--- src/rtl/str_seq_gen.sv ---
// str_seq_gen: AXI-stream incrementing-byte frame source.
// Byte k of every frame is (seed + k) mod 256, packed lowest lane first.
// Frame length, frame count (0 = continuous), inter-frame gap and seed are
// captured on an accepted start. i_stop lets the current frame finish, then halts.
// Optional build macro STR_SEQ_GEN_THROTTLE_EN: an LFSR gates when a new beat
// may raise tvld, which inserts pseudo-random source gaps.
// LEN_W is assumed to be at least 8.

module str_seq_gen #(
  parameter int O_WIDTH = 80,
  parameter int LEN_W   = 32
) (
  input  logic                 i_clk,
  input  logic                 i_rst_n,
  input  logic                 i_start,
  input  logic                 i_stop,
  input  logic [LEN_W-1:0]     i_byte_len,
  input  logic [15:0]          i_frame_num,
  input  logic [15:0]          i_gap,
  input  logic [7:0]           i_seed,
  output logic                 o_busy,
  output logic                 o_done,
  output logic [15:0]          o_frame_cnt,
  output logic [O_WIDTH-1:0]   m_axis_tdata,
  output logic [O_WIDTH/8-1:0] m_axis_tkeep,
  output logic                 m_axis_tlast,
  output logic                 m_axis_tvld,
  input  logic                 m_axis_trdy
);

  // state   | meaning
  // IDLE    | waiting for a start with nonzero length
  // SEND    | presenting beats of the current frame
  // GAP     | counting idle cycles between frames, tvld low
  // DONE    | one-cycle o_done pulse, then back to IDLE

  localparam int NB = O_WIDTH / 8;
  localparam logic [LEN_W-1:0] NB_L = LEN_W'(NB);

  typedef enum logic [1:0] {
    ST_IDLE = 2'd0,
    ST_SEND = 2'd1,
    ST_GAP  = 2'd2,
    ST_DONE = 2'd3
  } state_t;

  state_t state_q, state_d;

  logic [LEN_W-1:0] len_q;
  logic [15:0]      frames_q;
  logic [15:0]      gap_q;
  logic [7:0]       seed_q;

  // off_q is the byte offset of the next beat to be loaded into the output register
  logic [LEN_W-1:0] off_q, off_d;
  logic [15:0]      gap_cnt_q, gap_cnt_d;
  logic [15:0]      frame_cnt_q, frame_cnt_d;

  logic             latch_cfg;
  logic             load_en;
  logic [LEN_W-1:0] load_off;
  logic             tvld_d;
  logic             thr_ok;
  logic             hs;
  logic             frame_end;
  logic             more_frames;

  logic [LEN_W-1:0] rem;
  logic [O_WIDTH-1:0] beat_data;
  logic [NB-1:0]    beat_keep;
  logic             beat_last;

`ifdef STR_SEQ_GEN_THROTTLE_EN
  logic [15:0] lfsr_q;
  logic        lfsr_fb;

  assign lfsr_fb = lfsr_q[0] ^ lfsr_q[2] ^ lfsr_q[3] ^ lfsr_q[5];

  // Free-running x^16+x^14+x^13+x^11+1 Fibonacci LFSR
  always_ff @(posedge i_clk or negedge i_rst_n) begin
    if (!i_rst_n) lfsr_q <= 16'hACE1;
    else          lfsr_q <= {lfsr_fb, lfsr_q[15:1]};
  end

  assign thr_ok = lfsr_q[0];
`else
  assign thr_ok = 1'b1;
`endif

  assign hs          = m_axis_tvld & m_axis_trdy;
  assign frame_end   = hs & m_axis_tlast;
  // frames_q == 0 runs forever; compare against the count after this frame
  assign more_frames = (frames_q == 16'd0) || ((frame_cnt_q + 16'd1) != frames_q);

  assign o_busy      = (state_q != ST_IDLE);
  assign o_done      = (state_q == ST_DONE);
  assign o_frame_cnt = frame_cnt_q;

  // Build the beat starting at load_off; rem is never zero when a load happens
  always_comb begin
    rem       = len_q - load_off;
    beat_last = (rem <= NB_L);
    beat_data = '0;
    beat_keep = '0;
    for (int i = 0; i < NB; i++) begin
      if (LEN_W'(i) < rem) begin
        beat_keep[i]         = 1'b1;
        beat_data[i*8 +: 8]  = seed_q + load_off[7:0] + 8'(i);
      end
    end
  end

  // Next-state, counter updates and beat-load decisions
  always_comb begin
    state_d     = state_q;
    off_d       = off_q;
    gap_cnt_d   = gap_cnt_q;
    frame_cnt_d = frame_cnt_q;
    tvld_d      = m_axis_tvld;
    load_en     = 1'b0;
    load_off    = off_q;
    latch_cfg   = 1'b0;

    case (state_q)
      ST_IDLE: begin
        if (i_start && (i_byte_len != '0)) begin
          state_d     = ST_SEND;
          latch_cfg   = 1'b1;
          off_d       = '0;
          frame_cnt_d = 16'd0;
          tvld_d      = 1'b0;
        end
      end

      ST_SEND: begin
        if (frame_end) begin
          frame_cnt_d = frame_cnt_q + 16'd1;
          off_d       = '0;
          tvld_d      = 1'b0;
          if (i_stop || !more_frames) begin
            state_d = ST_DONE;
          end else if (gap_q != 16'd0) begin
            state_d   = ST_GAP;
            gap_cnt_d = gap_q;
          end else if (thr_ok) begin
            // zero gap: first beat of the next frame follows the last beat directly
            load_en  = 1'b1;
            load_off = '0;
            off_d    = NB_L;
            tvld_d   = 1'b1;
          end
        end else if ((!m_axis_tvld || hs) && (off_q < len_q) && thr_ok) begin
          load_en  = 1'b1;
          load_off = off_q;
          off_d    = off_q + NB_L;
          tvld_d   = 1'b1;
        end else if (hs) begin
          tvld_d = 1'b0;
        end
      end

      ST_GAP: begin
        if (i_stop) begin
          state_d = ST_DONE;
        end else if (gap_cnt_q == 16'd1) begin
          // load on the gap's final edge so exactly gap_q idle cycles are seen
          state_d = ST_SEND;
          if (thr_ok) begin
            load_en  = 1'b1;
            load_off = '0;
            off_d    = NB_L;
            tvld_d   = 1'b1;
          end
        end else begin
          gap_cnt_d = gap_cnt_q - 16'd1;
        end
      end

      ST_DONE: begin
        state_d = ST_IDLE;
      end

      default: begin
        state_d = ST_IDLE;
      end
    endcase
  end

  // State and counter registers
  always_ff @(posedge i_clk or negedge i_rst_n) begin
    if (!i_rst_n) begin
      state_q     <= ST_IDLE;
      off_q       <= '0;
      gap_cnt_q   <= 16'd0;
      frame_cnt_q <= 16'd0;
    end else begin
      state_q     <= state_d;
      off_q       <= off_d;
      gap_cnt_q   <= gap_cnt_d;
      frame_cnt_q <= frame_cnt_d;
    end
  end

  // Configuration captured on an accepted start
  always_ff @(posedge i_clk or negedge i_rst_n) begin
    if (!i_rst_n) begin
      len_q    <= '0;
      frames_q <= 16'd0;
      gap_q    <= 16'd0;
      seed_q   <= 8'd0;
    end else if (latch_cfg) begin
      len_q    <= i_byte_len;
      frames_q <= i_frame_num;
      gap_q    <= i_gap;
      seed_q   <= i_seed;
    end
  end

  // Output beat register; payload only changes on a load, so it holds through stalls
  always_ff @(posedge i_clk or negedge i_rst_n) begin
    if (!i_rst_n) begin
      m_axis_tvld  <= 1'b0;
      m_axis_tdata <= '0;
      m_axis_tkeep <= '0;
      m_axis_tlast <= 1'b0;
    end else begin
      m_axis_tvld <= tvld_d;
      if (load_en) begin
        m_axis_tdata <= beat_data;
        m_axis_tkeep <= beat_keep;
        m_axis_tlast <= beat_last;
      end
    end
  end

endmodule

--- config.mk ---
export PLATFORM = sky130hd
export DESIGN_NAME = str_seq_gen
export DESIGN_NICKNAME = d
export VERILOG_FILES = /design/src/rtl/str_seq_gen.sv
export SDC_FILE = /design/constraint.sdc
export NUM_CORES = 1
export LEC_CHECK = 0
export CAP_MARGIN = 20
export CORE_MARGIN = 10
export CORE_UTILIZATION = 51
export CTS_CLUSTER_SIZE = 10
export DETAILED_ROUTE_END_ITERATION = 8
export PLACE_DENSITY = 0.73
export SYNTH_ARGS = -nofsm -noshare
export SYNTH_HDL_FRONTEND = slang
export SYNTH_SLANG_ARGS = --single-unit
--- constraint.sdc ---
create_clock -name i_clk -period 7.29 [get_ports i_clk]
set_input_delay 1.458 -clock i_clk [delete_from_list [all_inputs] [get_ports i_clk]]
set_output_delay 1.458 -clock i_clk [all_outputs]
set_load 0.05 [all_outputs]
==> impl_metrics.json, run 1 <==
{
  "place_congestion": 0.965,
  "num_io_pins": 187,
  "power_frac_comb_pct": 64.1,
  "ys_types": 91,
  "routed_wl_um": 46200,
  "synth.most_common_cell": "dfrtp_1",
  "use_met1_pct": 31.4,
  "fillers": 2507,
  "synthSimpleGateAreaFrac_pct": 16.7,
  "synth_xor_area_share_pct": 6.06,
  "synth_compound_gate_area_share_pct": 17.9,
  "yosysTopAreaCell": "dfrtp_1",
  "syn_inst": 1638,
  "syn_area_per_cell_sq_um": 9.31,
  "hold_viol": 0,
  "antenna_found_initial": 1,
  "hpwlAfterDp_um": 34000,
  "portBuffers": 186,
  "finClkSkew_ns": 0.0411,
  "viasPerCell": 6.03,
  "critPathLaunchType": "register",
  "cp_cell_sequence": "ha_1 -> and4_1 -> nand4_1 -> o21bai_1 -> and4_1 -> nand4b_1 -> o21ai_4 -> and2_1 -> buf_4 -> nand2_1 -> ha_1 -> nand2_1 -> o211a_1 -> o311a_1 -> a221oi_1 -> o2111ai_1 -> a21oi_1 -> nor4bb_1 -> buf_4 -> o2111ai_4 -> nor4_4 -> buf_12 -> a22oi_1",
  "nNetsFinal": 1975,
  "status": "finished clean",
  "async_flop_share_pct": 100,
  "drtAntennaViolNets": 0,
  "synthAdderAreaFrac_pct": 7.64,
  "final_max_slew_viol_count": 0,
  "fin_setup_tns_ns": 0,
  "syn_area_sq_um": 15300,
  "cts_tree": "built",
  "relSlewSlack_pct": 27.8,
  "sw_frac_of_total_pct": 50.6,
  "ys_ff_latch": 229,
  "grt-ovfl-total": 0,
  "drive_gt1_share_pct": 10.1,
  "crit_path_max_incr_delay_ns": 0.48,
  "synthMuxAreaShare_pct": 9.41,
  "rsz0062_at_grt": "no",
  "worstPathRequired_ns": 7.72,
  "drt_first_iter_violations": 874,
  "worst-endpoint-arrival_ns": 7.28,
  "cts.sinks": 229,
  "setup_viol": 0,
  "firstDrtPassIters": 6,
  "core_area_sq_um": 29600,
  "synth_top_area_share_pct": 37.6,
  "fin_ws_ns": 0.436,
  "leakage_nw": 7.72,
  "place_ws_ns": 0.312,
  "clock_path_buffers": 3,
  "synth_top_family_by_area": "compound AO/OA/AOI/OAI gates",
  "path_class": "register to register",
  "ys_dominant_reg_cell": "dfrtp_1",
  "rrSetupSlack_ns": 0.44,
  "ctsHoldBuffers": 0,
  "ys_seq_area_share_pct": 37.6,
  "period_share_pct": 94.0,
  "drc": 0,
  "clk_pin_slew_ns": 0.06,
  "worst-path-buf-inv": 3,
  "die_area_sq_um": 37200,
  "grtUsageTotal_pct": 24.4,
  "worstMarginPinSlew_ns": 1.08,
  "cellPowerDensity_nw_per_um2": 532,
  "crit_fanout": 72,
  "grt_pass1_wl_um": 73400,
  "seqCellArea_sq_um": 5730,
  "floorplan.initialDensity_pct": 51.6,
  "seqPwrFrac_pct": 23.2,
  "fp.dieH_um": 193,
  "ys_top_cells_by_count": "dfrtp_1, nand2_1, a21oi_1",
  "root_buffer": "clkbuf_16",
  "end_kind": "register",
  "yosys_warnings": 0,
  "maxCapViolations": 0,
  "hold_class": "register to register",
  "max_freq_mhz": 146,
  "fin_crit_ns": 6.85,
  "power.switching_w": 0.00494,
  "cts_buffers": 28,
  "slowest_stage": "dfrtp_1",
  "p_int_w": 0.00481,
  "multiInputGateArea_sq_um": 8840,
  "synth_area_leaders": "dfrtp_1, ha_1, mux2_2, a21oi_1, mux2i_1",
  "use_met2_pct": 40.0,
  "synth_edf_count": 0,
  "clock_latency_ns": 0.58,
  "busiest_layer": "met2",
  "grt_max_degree": 130,
  "dieWidth_um": 193,
  "ctsHtreeMaxLevel": 1,
  "clkPwrFrac_pct": 12.8,
  "dr_total_vias": 13300,
  "routedWlPerCell_um": 21.0,
  "core.rowCount": 63,
  "use_met3_pct": 5.90,
  "area_delta_synth_final_pct": 20.2,
  "critPathTopFamily": "simple AND/OR/NAND/NOR gates",
  "first_global_vias": 13400,
  "ir_drop_mv": 0.380
}
[path summary, 6_finish.rpt]
kind / startpoint / endpoint / depth (start not counted)
max: o_frame_cnt[0] / m_axis_tdata[50] / 23
max reg2reg: o_frame_cnt[0] / m_axis_tdata[50] / 23
min: m_axis_tdata[79] / m_axis_tdata[79] / 2
min in group asynchronous: i_rst_n / o_frame_cnt[5] / 1
min reg2reg: m_axis_tdata[79] / m_axis_tdata[79] / 2
max in group asynchronous: i_rst_n / gap_cnt_q[12] / 2
[area by class of cell]
cell class	instances	area share [%]
Timing Repair Buffer	223	11.8
Clock buffer	35	4.02
Clock inverter	4	0.266
Sequential cell	229	31.3
Multi-Input combinational cell	1237	48.2
Antenna cell	1	0.0137
Tap cell	390	2.66
Inverter	87	1.78
[worst reg2reg max path: stages, from the launching register on]
cell and delay, ns:
dfrtp_1 0.48, ha_1 0.31, and4_1 0.40, nand4_1 0.35
o21bai_1 0.30, and4_1 0.21, nand4b_1 0.30, o21ai_4 0.29
and2_1 0.24, buf_4 0.24, nand2_1 0.09, ha_1 0.47
nand2_1 0.17, o211a_1 0.28, o311a_1 0.33, a221oi_1 0.26
o2111ai_1 0.21, a21oi_1 0.23, nor4bb_1 0.36, buf_4 0.18
o2111ai_4 0.19, nor4_4 0.25, buf_12 0.34, a22oi_1 0.23
[per-stage QoR]
step / hold WS, ns / utilization (%) / instance area [sq um] / power, W / std cells
final: 0.474 / 62.0 / 18300 / 0.00975 / 2206
after global routing: 0.508 / 62.0 / 18300 / 0.0104 / 2205
after CTS: 0.479 / 61.9 / 18300 / 0.00973 / 2202
after detailed placement: 0.470 / 59.2 / 17500 / 0.00843 / 2163
after global placement: 0.461 / 59.2 / 17500 / 0.00834 / 2162
after floorplan: 0.482 / - / 15300 / 0.00655 / 1639
[cell families after synthesis]
group / count (synthesis)
simple gates: 493
flops: 229
mux: 134
buf+inv: 173
fa+ha+maj: 92
compound gates: 420
other cells: 1
xor+xnor: 96
[state kept, by name, indices dropped and copies added, names as in the netlist, 8 cells and up]
name,cells
frames_q,16
gap_cnt_q,16
gap_q,16
len_q,32
m_axis_tdata,80
m_axis_tkeep,10
o_frame_cnt,16
off_q,31
seed_q,8
[power groups by stage]
| stage | Sequential, W | Clock (W) | Combinational, W |
|---|---|---|---|
| floorplan | 0.00290 | 0 | 0.00365 |
| global placement | 0.00226 | 0 | 0.00608 |
| detailed placement | 0.00226 | 0 | 0.00617 |
| CTS | 0.00225 | 0.00126 | 0.00622 |
| global route | 0.00232 | 0.00132 | 0.00676 |
| finish | 0.00226 | 0.00124 | 0.00625 |
[layer usage]
metal  routed length (um)  up-vias
li1                     -     6262
met1                19800     6559
met2                21800      398
met3                 3300       85
met4                 1290        0
met5                    0        -
[timing repair]
item | in CTS | in global routing
buffers inserted | 0 | 2
setup endpoints to repair | 0 | 72
resized for setup | 0 | 1
[layout by cell type, fill, tap and decap left out, types with 10 or more instances in the layout]
cell and count:
a21oi_1 130, ha_1 90, a21o_1 17, buf_4 36, a21oi_2 10, o211ai_1 12
and2_1 12, clkdlybuf4s50_1 185, or3_1 14, nor4_1 25, o21a_1 13, xnor2_1 65
a211oi_1 10, inv_1 86, nand4_1 34, nor2b_1 13, nor2_1 107, clkbuf_16 28
xor2_1 23, nand2_1 139, and3_1 16, nor3_1 27, o21ai_0 89, o22ai_1 22
mux2i_1 59, nand2b_1 23, dfrtp_1 229, mux2_2 75, nand3_1 29, nor3b_1 10
o31ai_1 33
No activity file was read; power rests on OpenSTA's default activity.
==> run 2: changes to the inputs <==
--- a/config.mk
+++ b/config.mk
@@ -8,6 +8,7 @@
 export CAP_MARGIN = 20
 export CORE_MARGIN = 10
 export CORE_UTILIZATION = 51
+export CTS_BUF_LIST = sky130_fd_sc_hd__clkbuf_4
 export CTS_CLUSTER_SIZE = 10
 export DETAILED_ROUTE_END_ITERATION = 8
 export PLACE_DENSITY = 0.73
==> impl_metrics.json, run 2 (synthesis results as in run 1) <==
{
  "critPathLaunch": "o_frame_cnt[0]",
  "grt-ovfl-total": 0,
  "drc": 0,
  "cp_cell_sequence": "ha_1 -> and4_1 -> nand4_1 -> o21bai_1 -> and4_1 -> nand4b_1 -> o21ai_4 -> and2_1 -> buf_4 -> nand2_1 -> ha_1 -> nand2_1 -> o211a_1 -> o311a_1 -> a221oi_1 -> o2111ai_1 -> a21oi_1 -> nor4bb_1 -> buf_4 -> o2111ai_4 -> nor4_4 -> buf_12 -> a22oi_1",
  "core_area_sq_um": 29600,
  "final_common_cell": "dfrtp_1",
  "portBuffers": 186,
  "firstDrtPassIters": 5,
  "fp.dieH_um": 193,
  "worst-endpoint-arrival_ns": 7.35,
  "cellPowerDensity_nw_per_um2": 526,
  "final_max_slew_viol_count": 0,
  "place_congestion": 0.965,
  "ctsHoldBuffers": 0,
  "leakage_nw": 7.77,
  "hpwlAfterDp_um": 34000,
  "fillers": 2567,
  "timing.rr.start": "o_frame_cnt[0]",
  "worstMarginPinSlew_ns": 1.09,
  "seqCellArea_sq_um": 5730,
  "grt_max_degree": 130,
  "first_global_vias": 13800,
  "reg2regPathDepth": 23,
  "fin_setup_tns_ns": 0,
  "layout_common_cells": "dfrtp_1, clkdlybuf4s50_1, nand2_1",
  "largest_register": "m_axis_tdata",
  "relSlewSlack_pct": 27.6,
  "multiInputGateArea_sq_um": 8840,
  "period_share_pct": 93.5,
  "fin_crit_ns": 6.82,
  "end_kind": "register",
  "crit_path_max_incr_delay_ns": 0.48,
  "maxCapViolations": 0,
  "reg_top3": "m_axis_tdata x80, len_q x32, off_q x31",
  "drive_gt1_share_pct": 12.6,
  "antenna_found_initial": 2,
  "rsz0062_at_grt": "no",
  "nNetsFinal": 2013,
  "worstPathRequired_ns": 7.83,
  "fin_ws_ns": 0.472,
  "root_buffer": "clkbuf_4",
  "hold_viol": 0,
  "ctsHtreeMaxLevel": 3,
  "hold_class": "register to register",
  "clkPwrFrac_pct": 11.7,
  "cts_buffers": 66,
  "crit_fanout": 72,
  "timing.rr.end": "m_axis_tdata[8]",
  "num_io_pins": 187,
  "path_class": "register to register",
  "cts_tree": "built",
  "p_int_w": 0.00463,
  "holdWs_ns": 0.478,
  "grtUsageTotal_pct": 24.8,
  "place_ws_ns": 0.312,
  "core.rowCount": 63,
  "routedWlPerCell_um": 20.5,
  "floorplan.initialDensity_pct": 51.6,
  "dr_total_vias": 13500,
  "slowest_stage": "dfrtp_1",
  "max_freq_mhz": 147,
  "endpoint": "m_axis_tdata[8]",
  "power_frac_comb_pct": 64.8,
  "cts.sinks": 229,
  "finClkSkew_ns": 0.0547,
  "ir_drop_mv": 0.379,
  "clock_latency_ns": 0.71,
  "seqPwrFrac_pct": 23.5,
  "drt_first_iter_violations": 864,
  "clk_pin_slew_ns": 0.06,
  "area_delta_synth_final_pct": 20.0,
  "viasPerCell": 5.93,
  "drtAntennaViolNets": 0,
  "critPathLaunchType": "register",
  "grt_pass1_wl_um": 74300,
  "power.switching_w": 0.00500,
  "largest_reg_flops": 80,
  "dieWidth_um": 193,
  "setup_viol": 0,
  "sw_frac_of_total_pct": 51.9,
  "rrSetupSlack_ns": 0.47,
  "routed_wl_um": 46700,
  "die_area_sq_um": 37200,
  "status": "finished clean",
  "clock_path_buffers": 3
}
run 2: worst min path at each step:
stage	startpoint	to	depth (start not counted)
after global routing	m_axis_tdata[65]	m_axis_tdata[65]	2
final	m_axis_tdata[65]	m_axis_tdata[65]	2
after detailed placement	m_axis_tdata[79]	m_axis_tdata[79]	2
after floorplan	state_q[1]	state_q[1]	1
after CTS	m_axis_tdata[65]	m_axis_tdata[65]	2
after global placement	m_axis_tdata[76]	m_axis_tdata[76]	2
run 2: worst max-delay path: cells and delay by family, from the launching register on:
family	cells	cell delay (ns)
AO/OA/AOI/OAI	9	2.24
AND/OR/NAND/NOR	9	2.34
flip-flops	1	0.48
adder cells (fa/ha/maj)	2	0.77
buffers and inverters	3	0.74
run 2: power groups by stage:
stage	registers (W)	logic, W	clock network, W
2_1_floorplan	0.00290	0.00365	0
3_3_place_gp	0.00226	0.00608	0
3_5_place_dp	0.00226	0.00617	0
4_1_cts	0.00225	0.00621	0.00116
5_1_grt	0.00232	0.00675	0.00123
6_report	0.00226	0.00625	0.00113
run 2: layout make-up:
class / count / share of cell area, %
inverters: 87 / 1.78
clock inverters: 35 / 0.916
flip-flops and latches: 229 / 31.3
repair buffers: 223 / 11.8
well taps: 390 / 2.67
multi-input cells: 1237 / 48.3
clock buffers: 78 / 3.20
diodes: 2 / 0.0273
run 2: timing repair:
item                       in CTS  in global routing
hold endpoints to repair        0                  0
setup endpoints to repair       0                 72
setup buffers                   0                  2
gates resized for setup         0                  1
run 2: layer usage:
| metal | vias to the layer above | wire length, um | track usage [%] | part of all wire (%) |
|---|---|---|---|---|
| li1 | 6380 | - | - | - |
| met2 | 440 | 22200 | 40.5 | 47 |
| met3 | 72 | 3590 | 7.14 | 7.7 |
| met5 | - | 0 | 0 | 0 |
| met1 | 6632 | 20000 | 31.4 | 43 |
| met4 | 0 | 934 | 7.19 | 2.0 |
run 2: per-stage QoR:
step | instance area [sq um] | utilization (%) | power (W) | cells
floorplan | 15300 | - | 0.00655 | 1639
global placement | 17500 | 59.2 | 0.00834 | 2162
detailed placement | 17500 | 59.2 | 0.00843 | 2163
finish | 18300 | 61.9 | 0.00963 | 2281
CTS | 18300 | 61.8 | 0.00962 | 2276
global route | 18300 | 61.9 | 0.0103 | 2280
==> run 3: changes to the inputs <==
--- a/config.mk
+++ b/config.mk
@@ -7,11 +7,11 @@
 export LEC_CHECK = 0
 export CAP_MARGIN = 20
 export CORE_MARGIN = 10
-export CORE_UTILIZATION = 51
+export CORE_UTILIZATION = 43
 export CTS_BUF_LIST = sky130_fd_sc_hd__clkbuf_4
 export CTS_CLUSTER_SIZE = 10
 export DETAILED_ROUTE_END_ITERATION = 8
-export PLACE_DENSITY = 0.73
+export PLACE_DENSITY = 0.67
 export SYNTH_ARGS = -nofsm -noshare
 export SYNTH_HDL_FRONTEND = slang
 export SYNTH_SLANG_ARGS = --single-unit
==> impl_metrics.json, run 3 (synthesis results as in run 1) <==
{
  "status": "finished clean",
  "grt_pass1_wl_um": 77400,
  "dieWidth_um": 208,
  "multiInputGateArea_sq_um": 8850,
  "clkPwrFrac_pct": 13.1,
  "ctsHoldBuffers": 0,
  "relSlewSlack_pct": 35.5,
  "hold_class": "register to register",
  "hpwlAfterDp_um": 35800,
  "final_common_cell": "dfrtp_1",
  "rsz0062_at_grt": "no",
  "portBuffers": 186,
  "p_int_w": 0.00476,
  "fin_setup_tns_ns": 0,
  "grtUsageTotal_pct": 22.0,
  "critPathLaunchType": "register",
  "root_buffer": "clkbuf_4",
  "crit_fanout": 36,
  "period_share_pct": 94.5,
  "timing.rr.start": "o_frame_cnt[0]",
  "antenna_found_initial": 4,
  "cp_cell_sequence": "ha_1 -> and4_1 -> nand4_1 -> o21bai_1 -> and4_1 -> nand4b_1 -> o21ai_4 -> and2_1 -> buf_4 -> nand2_1 -> ha_1 -> a21oi_1 -> o21ai_0 -> o31ai_1 -> o22ai_1 -> a31o_2 -> a2111oi_2 -> buf_4 -> o2111ai_4 -> nor4_4 -> buf_4 -> buf_8 -> a21oi_2",
  "finalPower_w": 0.00982,
  "critPathLaunch": "o_frame_cnt[0]",
  "leakage_nw": 7.85,
  "drt_first_iter_violations": 945,
  "clock_latency_ns": 0.76,
  "drc": 0,
  "routed_wl_um": 49200,
  "fillers": 3250,
  "critPathTopFamily": "compound AO/OA/AOI/OAI gates",
  "final_max_slew_viol_count": 0,
  "layout_common_cells": "dfrtp_1, clkdlybuf4s50_1, nand2_1",
  "cts.sinks": 229,
  "seqCellArea_sq_um": 5730,
  "ir_drop_mv": 0.386,
  "clock_path_buffers": 3,
  "worstPathRequired_ns": 7.88,
  "core.rowCount": 68,
  "viasPerCell": 5.72,
  "worstMarginPinSlew_ns": 0.968,
  "core_area_sq_um": 34800,
  "reg_top3": "m_axis_tdata x80, len_q x32, off_q x31",
  "largest_reg_flops": 80,
  "power.switching_w": 0.00505,
  "setup_viol": 0,
  "worstHoldStart": "m_axis_tdata[71]",
  "cts_tree": "built",
  "maxCapViolations": 0,
  "firstDrtPassIters": 8,
  "crit_path_frequent_cell": "buf_4",
  "routedWlPerCell_um": 20.9,
  "slowest_stage": "o31ai_1",
  "largest_register": "m_axis_tdata",
  "power_frac_comb_pct": 63.8,
  "end_kind": "register",
  "drtAntennaViolNets": 0,
  "first_global_vias": 13600,
  "dr_total_vias": 13400,
  "floorplan.initialDensity_pct": 43.8,
  "drive_gt1_share_pct": 13.3,
  "fin_crit_ns": 6.89,
  "max_freq_mhz": 145,
  "worst-endpoint-arrival_ns": 7.48,
  "seqPwrFrac_pct": 23.1,
  "grt_max_degree": 102,
  "num_io_pins": 187,
  "clk_pin_slew_ns": 0.06,
  "area_delta_synth_final_pct": 21.5,
  "sw_frac_of_total_pct": 51.5,
  "cellPowerDensity_nw_per_um2": 530,
  "cts_buffers": 68,
  "worst-path-buf-inv": 4,
  "finClkSkew_ns": 0.0577,
  "ctsHtreeMaxLevel": 3,
  "path_class": "register to register",
  "hold_viol": 0,
  "crit_path_max_incr_delay_ns": 0.58,
  "fp.dieH_um": 208,
  "place_congestion": 0.934,
  "grt-ovfl-total": 0,
  "nNetsFinal": 2012,
  "die_area_sq_um": 43400
}
[run 3: worst paths after layout]
path | to | slack [ns] | cells after the start
max | m_axis_tdata[9] | 0.40 | 23
min | m_axis_tdata[71] | 0.48 | 2
max reg2reg | m_axis_tdata[9] | 0.40 | 23
min reg2reg | m_axis_tdata[71] | 0.48 | 2
max in group asynchronous | off_q[12] | 5.04 | 2
min in group asynchronous | m_axis_tkeep[5] | 0.76 | 1
[run 3: worst register-to-register path: cells and delay by family (launching register included)]
| kind | cells | cell delay (ns) |
|---|---|---|
| AO/OA/AOI/OAI | 10 | 2.83 |
| adder cells (fa/ha/maj) | 2 | 0.70 |
| buffers and inverters | 4 | 0.92 |
| flip-flops | 1 | 0.49 |
| AND/OR/NAND/NOR | 7 | 1.77 |
[run 3: power by group through the flow]
stage / Sequential [W] / Clock, W / Combinational, W
6_report: 0.00227 / 0.00128 / 0.00627
5_1_grt: 0.00233 / 0.00139 / 0.00682
3_3_place_gp: 0.00227 / 0 / 0.00615
2_1_floorplan: 0.00290 / 0 / 0.00365
3_5_place_dp: 0.00227 / 0 / 0.00621
4_1_cts: 0.00226 / 0.00133 / 0.00624
[run 3: timing repair]
| item | 4_1_cts | 5_1_grt |
|---|---|---|
| buffers inserted | 0 | 6 |
| endpoints found under the setup margin | 0 | 90 |
| gates resized for setup | 0 | 6 |
[run 3: layer usage]
| layer | GRT usage, % | routed length (um) |
|---|---|---|
| met2 | 34.6 | 22600 |
| met1 | 28.5 | 21900 |
| met5 | 0 | 27 |
| met3 | 5.66 | 3210 |
| met4 | 7.70 | 1550 |
[run 3: per-stage QoR]
stage | area [sq um] | hold WS (ns) | util, % | std cells | setup WS (ns)
final | 18500 | 0.475 | 53.2 | 2352 | 0.398
after global routing | 18500 | 0.510 | 53.2 | 2352 | 0.0299
after CTS | 18400 | 0.480 | 52.9 | 2341 | 0.274
after detailed placement | 17500 | 0.466 | 50.4 | 2219 | 0.0620
after global placement | 17500 | 0.465 | 50.4 | 2219 | 0.200
after floorplan | 15300 | 0.482 | - | 1639 | 0.948
[run 3: cell type report]
type                       instances  area share (%)
clock inverter                    31            1.04
multi-input combinational       1237            47.8
timing repair buffer             220            11.7
sequential                       229            30.9
inverter                          87            1.76
clock buffer                      91            3.69
tap                              455            3.07
antenna                            2          0.0270
